## src/rtl/fp_operand_sequencer.sv

```systemverilog
// Push-button driven operand stepper for the pipelined FP adder: debounces the
// button, loads the next ROM operand pair and captures the adder result later.
module fp_operand_sequencer #(
  parameter int DEBOUNCE_CYCLES = 500000,
  parameter int NUM_VECTORS     = 8,
  parameter int PIPE_LATENCY    = 2
) (
  input  logic                           clk,
  input  logic                           rst,
  input  logic                           noisy_level,
  input  logic [31:0]                    fp_result,
  output logic [31:0]                    reg_A,
  output logic [31:0]                    reg_B,
  output logic [$clog2(NUM_VECTORS)-1:0] vec_index,
  output logic                           busy,
  output logic                           result_valid,
  output logic [31:0]                    result_hold
);

  localparam int IDX_W = $clog2(NUM_VECTORS);
  localparam int DEB_W = (DEBOUNCE_CYCLES > 1) ? $clog2(DEBOUNCE_CYCLES) : 1;
  localparam int LAT_W = (PIPE_LATENCY > 0) ? $clog2(PIPE_LATENCY + 1) : 1;

  localparam logic [DEB_W-1:0] DEB_LAST = DEB_W'(DEBOUNCE_CYCLES - 1);
  localparam logic [IDX_W-1:0] IDX_LAST = IDX_W'(NUM_VECTORS - 1);
  localparam logic [LAT_W-1:0] LAT_INIT = LAT_W'(PIPE_LATENCY);

  typedef enum logic {IDLE, WAIT} state_t;

  // Operand pairs packed as {A, B}.
  function automatic logic [63:0] rom_entry(input logic [IDX_W-1:0] idx);
    logic [63:0] word;
    case (int'(idx))
      0:       word = {32'h2ac49214, 32'h6ac49214};
      1:       word = {32'h3f800000, 32'h3f800000};
      2:       word = {32'h40400000, 32'hc0400000};
      3:       word = {32'h7f800000, 32'h3f800000};
      4:       word = {32'h3fc00000, 32'h3fc00000};
      5:       word = {32'h00000000, 32'h00000000};
      6:       word = {32'h7f7fffff, 32'h7f7fffff};
      7:       word = {32'hc0000000, 32'h3f800000};
      default: word = 64'h0;
    endcase
    return word;
  endfunction

  logic             sync_meta_reg;
  logic             sync_reg;
  logic             stable_reg;
  logic             stable_d_reg;
  logic [DEB_W-1:0] deb_cnt_reg;
  logic             press;

  always_ff @(posedge clk or posedge rst) begin
    if (rst) begin
      sync_meta_reg <= 1'b0;
      sync_reg      <= 1'b0;
      stable_reg    <= 1'b0;
      stable_d_reg  <= 1'b0;
      deb_cnt_reg   <= '0;
    end else begin
      sync_meta_reg <= noisy_level;
      sync_reg      <= sync_meta_reg;
      stable_d_reg  <= stable_reg;
      if (sync_reg == stable_reg) begin
        deb_cnt_reg <= '0;
      end else if (deb_cnt_reg == DEB_LAST) begin
        stable_reg  <= sync_reg;
        deb_cnt_reg <= '0;
      end else begin
        deb_cnt_reg <= deb_cnt_reg + 1'b1;
      end
    end
  end

  // Only the accepted 0->1 transition of the debounced level is an event.
  assign press = stable_reg & ~stable_d_reg;

  state_t           state_reg,  state_next;
  logic [IDX_W-1:0] idx_reg,    idx_next;
  logic [31:0]      op_a_reg,   op_a_next;
  logic [31:0]      op_b_reg,   op_b_next;
  logic [LAT_W-1:0] lat_reg,    lat_next;
  logic             busy_reg,   busy_next;
  logic             valid_reg,  valid_next;
  logic [31:0]      hold_reg,   hold_next;

  always_ff @(posedge clk or posedge rst) begin
    if (rst) begin
      state_reg              <= IDLE;
      idx_reg                <= '0;
      {op_a_reg, op_b_reg}   <= rom_entry('0);
      lat_reg                <= '0;
      busy_reg               <= 1'b0;
      valid_reg              <= 1'b0;
      hold_reg               <= 32'h0;
    end else begin
      state_reg <= state_next;
      idx_reg   <= idx_next;
      op_a_reg  <= op_a_next;
      op_b_reg  <= op_b_next;
      lat_reg   <= lat_next;
      busy_reg  <= busy_next;
      valid_reg <= valid_next;
      hold_reg  <= hold_next;
    end
  end

  always_comb begin
    state_next = state_reg;
    idx_next   = idx_reg;
    op_a_next  = op_a_reg;
    op_b_next  = op_b_reg;
    lat_next   = lat_reg;
    busy_next  = busy_reg;
    valid_next = valid_reg;
    hold_next  = hold_reg;
    case (state_reg)
      IDLE: begin
        if (press) begin
          idx_next               = (idx_reg == IDX_LAST) ? '0 : idx_reg + 1'b1;
          {op_a_next, op_b_next} = rom_entry(idx_next);
          valid_next             = 1'b0;
          busy_next              = 1'b1;
          lat_next               = LAT_INIT;
          state_next             = WAIT;
        end
      end
      WAIT: begin
        // Presses arriving here are dropped; capture one edge after the count expires.
        if (lat_reg != '0) begin
          lat_next = lat_reg - 1'b1;
        end else begin
          hold_next  = fp_result;
          valid_next = 1'b1;
          busy_next  = 1'b0;
          state_next = IDLE;
        end
      end
      default: state_next = IDLE;
    endcase
  end

  assign reg_A        = op_a_reg;
  assign reg_B        = op_b_reg;
  assign vec_index    = idx_reg;
  assign busy         = busy_reg;
  assign result_valid = valid_reg;
  assign result_hold  = hold_reg;

endmodule

```

## config.mk

```make
export PLATFORM = sky130hd
export DESIGN_NAME = fp_operand_sequencer
export DESIGN_NICKNAME = d
export VERILOG_FILES = /design/src/rtl/fp_operand_sequencer.sv
export SDC_FILE = /design/constraint.sdc
export NUM_CORES = 1
export LEC_CHECK = 0
export ABC_CLOCK_PERIOD_IN_PS = 3050
export CORE_MARGIN = 2
export CORE_UTILIZATION = 30
export CTS_CLUSTER_DIAMETER = 60
export DETAILED_ROUTE_END_ITERATION = 16
export GPL_ROUTABILITY_DRIVEN = 0
export GPL_TIMING_DRIVEN = 0
export SYNTH_ARGS = -nofsm -noshare
export SYNTH_HDL_FRONTEND = slang
export SYNTH_SLANG_ARGS = --single-unit
```

## constraint.sdc

```tcl
create_clock -name clk -period 3.05 [get_ports clk]
set_input_delay 0.915 -clock clk [delete_from_list [all_inputs] [get_ports clk]]
set_output_delay 0.915 -clock clk [all_outputs]
set_load 0.005 [all_outputs]
```

# Yosys cells after proc, flatten, opt, wreduce, memory -nomap -nowiden
# Memories as Yosys holds them, arrays and structs flattened. A register that Yosys moved wholly into a read port is not among the register bits.
# Index checks and enable logic that the tools add are counted.
# op_classes
n_addsub	3
n_eq_ne	6
muxes	15
bitwise_logic	5
n_reduce_logical	6
# op_table
operator	n
$mux W19	2
$add A19 B1 Y19 const B	1
$eq A19 B19 Y1 const B	1
$reduce_and A2 Y1	5
$mux W1	6
$pmux W1 S2	3
$mux W2	2
$ne A2 B2 Y1 const B	2
$not A1 Y1	4
$pmux W2 S2	1
$add A3 B1 Y3 const B	1
$eq A3 B3 Y1 const B	1
$mux W3	1
$ne A2 B1 Y1 const B	1
$reduce_bool A2 Y1	1
$sub A2 B1 Y2 const B	1
$and A1 B1 Y1	1
$eq A1 B1 Y1	1
# word_totals
register_bits	63
rom_bits	512
input_bits	35
output_inout_bits	101
word_cells	47
mem_count	1
# memory_table
name	depth	width	rd	rd_clocked_by_memory_dff	wr	line_no	text
(no name shown)	8	64	1	1	0	33	case (int'(idx))

# Longest topological paths before layout
# Gate-level depths: netlist of the first run.
# logic_depth
depth_word	4
mapped_depth	8
depth_no_buf	8

# Worst setup path after synthesis of the first run
# No wires, ideal clock.
# synth_timing
kind	flip-flop to flip-flop
startpoint	register deb_cnt_reg[12]
endpoint	register stable_reg
arrival_ps	1877
t_required_ps	2925
slack_ps	1049
stages_incl_launch_ff	5
path_buffers	0
synth_period_minus_slack_ps	2001
cell_sequence	dfrtp_1 -> or4b_1 -> or4_4 -> nor2_1 -> mux2_2
# synth_between
elab_chain_cells	2
# synth_rtl
item	line_no	text
start, declared	51	logic [DEB_W-1:0] deb_cnt_reg;
start signal, assigned	71	deb_cnt_reg <= deb_cnt_reg + 1'b1;
$eq A19 B19 Y1	67	end else if (deb_cnt_reg == DEB_LAST) begin
$reduce_and A2 Y1 (no line)	--	
end signal, assigned	68	stable_reg <= sync_reg;
end, declared	49	logic stable_reg;
# No other way between the ends.
# A chain may end at the register's enable or synchronous reset.

==> results.cfg, run 1 <==
[floorplan]
initial_utilization = 0.311
core-area_um2 = 11500
die_h_um = 113
die_x_um = 113
fp.dieArea_um2 = 12800
rows = 39
io_pins = 136

[clock_tree]
numCtsBuffers = 9
clk_path_buf_depth = 2
cts_tree = done
clock_latency_ps = 330
cts.sinks = 75
cts.clk_slew.worst_paths_ps = 60
clock-root-buffer = clkbuf_16
htree_levels = 3
cts_setup_buffers = 0

[grt]
grt_antenna_before_repair = 0
grt_pass1_vias = 2712
met3_usage = 0.0621
grt_first_pass_wirelength_mm = 12.9
grt.met1_usage = 0.149
use_met2 = 0.194
grt_overflow = 0
grt_max_degree = 58
grt_busiest_layer = met2
grt_usage = 0.122

[timing]
tns_ps = 0
finalSetupViolCount = 0
clock_skew_ps = 7.43
worstMarginPinSlew_ps = 748
finalCritPeriodShare = 0.854
hold_violations = 0
worst_slack_ps = 446
rsz0062_at_grt = false
slew_headroom = 0.499
fmax_ghz = 0.384
period_needed_ps = 2600
slew_violations = 0

[layout]
fillers = 1107
final_nets = 508
fin_util = 0.473
syn_to_final_growth_pct = 51.9
largest_register_ffs = 32
antenna_cells = 0
drive_gt1_frac = 0.249

[power]
leakagePower_uw = 0.00240
p_per_area_nw_per_um2 = 409
p_total_uw = 2230
ir_worst_vdd_mv = 0.339

[yosys]
yosysWarningCount = 0
synth_mux_area_frac = 0.104
avgSynthCellArea_um2 = 11.3
synth_nets = 361
synth_compound_area_frac = 0.0625
synth_fa_ha_area_frac = 0.0314
ys_types = 37
synthXorXnorAreaFrac = 0.0293
ys_seq_elements = 75
syn_area_um2 = 3580
synthSimpleGateAreaFrac = 0.118
synth_top_family_by_area = buffers and inverters
async_flop_share = 1.00
synth_ff_type = dfrtp_1
synth-edff-count = 0
seq_area_frac_synth = 0.526
synth_cells = 317

[outcome]
outcome = finished clean

[worst_setup_path]
worstSetupPathType = flop to output pin
critPathArrivalTime_ps = 1690
startpoint_type = flop
crit_fanout = 33
worstSetupEndpointType = output pin
cp_data_required_time_ps = 2130

[route]
ant_nets = 0
routed_via_density = 4.44
wl_mm = 7.61
drt-initial-drc-count = 97
wire_per_inst_um = 12.4
via_count = 2716
dr.pass1.iters = 5
drcViolationCount = 0

[hold_path]
hp-class = flop to flop

[placement]
dp_slack_ps = 473
io_buffer_count = 135
dpl.hpwl_mm = 5.70

[flow_run]
maxCapViolations = 0
==> worst paths after layout <==
check / from / endpoint / slack, ps / cells after the start
setup / recovery: reg_A[21] / reg_B[3] / 450 / 2
max in group asynchronous: rst / reg_B[30] / 1560 / 3
hold reg to reg: sync_meta_reg / sync_reg / 350 / 0
hold / removal: sync_meta_reg / sync_reg / 350 / 0
setup reg to reg: deb_cnt_reg[12] / deb_cnt_reg[8] / 870 / 5
min in group asynchronous: rst / result_hold[1] / 880 / 2
==> placed cells by master (no fill, tap or decap), drive strengths merged <==
master	Yosys	routed
or4	4	4
or4b	2	2
a21oi	11	11
dfstp	7	7
and4	2	2
xnor2	3	3
nor2b	2	2
o21ai	12	12
clkinvlp	0	1
mux2	33	33
nand4	6	6
nor3	1	1
nor3b	1	1
o31ai	3	3
o21a	1	1
nand2b	5	5
xor2	9	9
nand3	10	10
or3	3	3
bufinv	0	1
nand2	21	21
nor2	22	22
a31oi	1	1
dfrtp	68	68
clkinv	0	3
and3	3	3
a211oi	3	3
or3b	1	1
clkdlybuf4s50	0	135
buf	56	57
a21o	3	3
o41ai	1	1
inv	7	7
clkbuf	6	17
o21bai	1	1
ha	9	9
==> cells by family (layout without fill, tap and decap cells) <==
group | count (synthesis) | count (layout)
and+or+nand+nor | 83 | 83
AOI/OAI and AO/OA | 36 | 36
xor gates and xnor gates | 12 | 12
DFF | 75 | 75
buffers and inverters | 69 | 221
muxes | 33 | 33
adders and majority gates | 9 | 9
==> cell usage after synthesis, drive strengths merged (3+ instances only) <==
master	number	area share
or3	3	0.0052
o21ai	12	0.017
a21oi	11	0.015
xnor2	3	0.0073
nand2	21	0.022
nand2b	5	0.0087
ha	9	0.031
mux2	33	0.10
o31ai	3	0.0063
a211oi	3	0.0063
a21o	3	0.0063
nor2	22	0.023
and3	3	0.0056
clkbuf	6	0.0063
inv	7	0.0073
nand3	10	0.014
nand4	6	0.010
buf	56	0.12
xor2	9	0.022
dfrtp	68	0.47
dfstp	7	0.051
or4	4	0.0094
==> layer usage <==
metal,vias up,routed length (µm)
met5,-,0
met4,0,76
li1,1322,-
met2,116,3460
met3,10,913
met1,1268,3160
==> report_power, final <==
part	total [µW]	internal, µW	switching (µW)
sequential	1040	1020	14.0
combinational	148	98.3	50.0
clock	1050	651	394
==> metrics by stage <==
step	instance area, µm²	hold slack (ps)	std cells
floorplan	3580	331	317
global placement	5110	340	595
detailed placement	5140	348	596
CTS	5440	360	612
global route	5450	363	612
finish	5450	355	612
==> area by class of cell <==
cell class | count | area, µm² | share of cell area
timing repair buffer | 136 | 1380 | 0.253
multi-input combinational | 173 | 1240 | 0.228
tap | 143 | 179 | 0.0329
inverter | 7 | 28.8 | 0.00528
sequential | 75 | 1890 | 0.346
clock inverter | 5 | 52.6 | 0.00965
clock buffer | 11 | 243 | 0.0446
buffer | 62 | 435 | 0.0799
==> critical path, stage by stage, from the launching register on <==
cell	delay, ps
dfrtp_2	670
buf_4	190
clkdlybuf4s50_1	500
==> repair_timing <==
item | CTS | global route
gates resized for setup | 0 | 1
hold buffers | 0 | 0
setup endpoints to repair | 0 | 1
No activity file was read; power rests on OpenSTA's default activity.
==> run 2, diff against run 1 <==
--- a/config.mk
+++ b/config.mk
@@ -7,11 +7,12 @@
 export LEC_CHECK = 0
 export ABC_CLOCK_PERIOD_IN_PS = 3050
 export CORE_MARGIN = 2
-export CORE_UTILIZATION = 30
+export CORE_UTILIZATION = 40
 export CTS_CLUSTER_DIAMETER = 60
 export DETAILED_ROUTE_END_ITERATION = 16
 export GPL_ROUTABILITY_DRIVEN = 0
 export GPL_TIMING_DRIVEN = 0
+export PLACE_DENSITY = 0.74
 export SYNTH_ARGS = -nofsm -noshare
 export SYNTH_HDL_FRONTEND = slang
 export SYNTH_SLANG_ARGS = --single-unit
==> run 2 against run 1 <==
Net effect: via count increased by 1.5%; clock-buffer cell count unchanged; highest routed layer unchanged; sequential share of layout area is 0.71 points higher; fmax shrank 0.47%; non-clock buffer count stayed put; flip-flop and latch count unchanged; first-iteration DRC count fell by 22%; combinational power about the same; largest cell class unchanged; final cell count decreased by 5.7%; clock skew rose by 0.66 ps; worst setup slack got worse by 12 ps.
==> results.cfg, run 2 (same netlist as run 1, synthesis figures left out) <==
[timing]
rsz0062_at_grt = false
holdWs_ps = 357
slew_violations = 0
finalCritPeriodShare = 0.858
fmax_ghz = 0.382
clock_skew_ps = 8.09
worstMarginPinSlew_ps = 1340
finalSetupViolCount = 0
slew_headroom = 0.105
period_needed_ps = 2620
hold_violations = 0

[power]
leakagePower_uw = 0.00237
p_seq_frac = 0.492
p_per_area_nw_per_um2 = 394
p_comb_frac = 0.070
switching_power_uw = 420
ir_worst_vdd_mv = 0.310
power_switching_share = 0.200
clkPwrFrac = 0.438
p_int_uw = 1680

[layout]
stdcell_area_um2 = 5340
syn_to_final_growth_pct = 48.9
layout_commonest_cell = clkdlybuf4s50_1
layout_common_cells = clkdlybuf4s50_1, dfrtp_1, buf_4
antenna_cells = 0
final_nets = 508
largest_register_ffs = 32
drive_gt1_frac = 0.247

[grt]
grt_pass1_vias = 2786
grt_overflow = 0
grt_first_pass_wirelength_mm = 12.5
grt_usage = 0.159
grt_antenna_before_repair = 0
grt_max_degree = 41

[floorplan]
rows = 34
fp.dieArea_um2 = 9730
die_x_um = 98.7
io_pins = 136
initial_utilization = 0.411
core-area_um2 = 8720
die_h_um = 98.7

[clock_tree]
cts.clk_slew.worst_paths_ps = 70
numCtsBuffers = 9
cts.sinks = 75
clock_latency_ps = 350
clk_path_buf_depth = 2
hold_buffers = 0
htree_levels = 3
clock-root-buffer = clkbuf_8
cts_tree = done

[worst_setup_path]
worstSetupPathType = flop to output pin
critPathArrivalTime_ps = 1700
worstSetupEndpointType = output pin
r2r_start = vec_index[0]
crit_fanout = 33
startpoint = reg_A[21]
cp_data_required_time_ps = 2130
startpoint_type = flop

[route]
drcViolationCount = 0
wl_mm = 7.55
drt-initial-drc-count = 76
ant_nets = 0
dr.pass1.iters = 4
routed_via_density = 4.78
via_count = 2758
wire_per_inst_um = 13.1

[placement]
dpl.hpwl_mm = 5.65
post_dp_cell_area_um2 = 5090
io_buffer_count = 135

[flow_run]
maxCapViolations = 0

[hold_path]
hp-class = flop to flop
worstHoldStart = sync_meta_reg

[outcome]
outcome = finished clean
-- run 2: timing repair --
item                       in CTS  in global routing
setup endpoints to repair       0                 14
buffers inserted                0                  0
resized for setup               0                  1
-- run 2: final cells by class --
| cell class | instances | area, µm² |
|---|---|---|
| clock inverters | 5 | 100 |
| clock buffers | 11 | 141 |
| inverters | 7 | 28.8 |
| plain buffers | 62 | 435 |
| well taps | 108 | 135 |
| flip-flops and latches | 75 | 1890 |
| repair buffers | 136 | 1370 |
| fillers | 730 | 3380 |
| multi-input cells | 173 | 1240 |
-- run 2: final timing paths --
kind                                        to  slack [ps]  cells past startpoint
worst min-delay path                  sync_reg         360                      0
worst max register to register       reg_A[29]         880                      8
worst min register to register        sync_reg         360                      0
max in group asynchronous            reg_B[30]        1460                      3
min in group asynchronous       result_hold[1]         950                      2
worst max-delay path                 reg_A[11]         430                      2
-- run 2: power by group through the flow --
stage	Clock, µW	Combinational [µW]	Sequential, µW
after global routing	974	161	1040
after global placement	0	143	1050
final	920	146	1030
after detailed placement	0	150	1050
after floorplan	0	44.1	1050
after CTS	942	150	1030
-- run 2: through the flow --
step                      setup TNS, ps  instances  setup WS [ps]  utilization  total power (µW)
after floorplan                       0        317            237            -              1100
after global placement           -68910        560           -989        0.581              1190
after detailed placement              0        561            483        0.584              1200
after CTS                             0        577            101        0.612              2130
after global routing                  0        577            313        0.612              2170
final                                 0        577            433        0.612              2100
-- run 2: layer usage --
metal,vias up,GRT usage,share of wire
met4,0,0.0748,0.022
met2,110,0.268,0.48
met5,-,0,0
met3,14,0.0638,0.10
li1,1324,-,-
met1,1310,0.175,0.39
-- run 2: critical path, cell delays in order (launching register included) --
cell and delay [ps]:
dfrtp_2 670, buf_4 190, clkdlybuf4s50_1 490
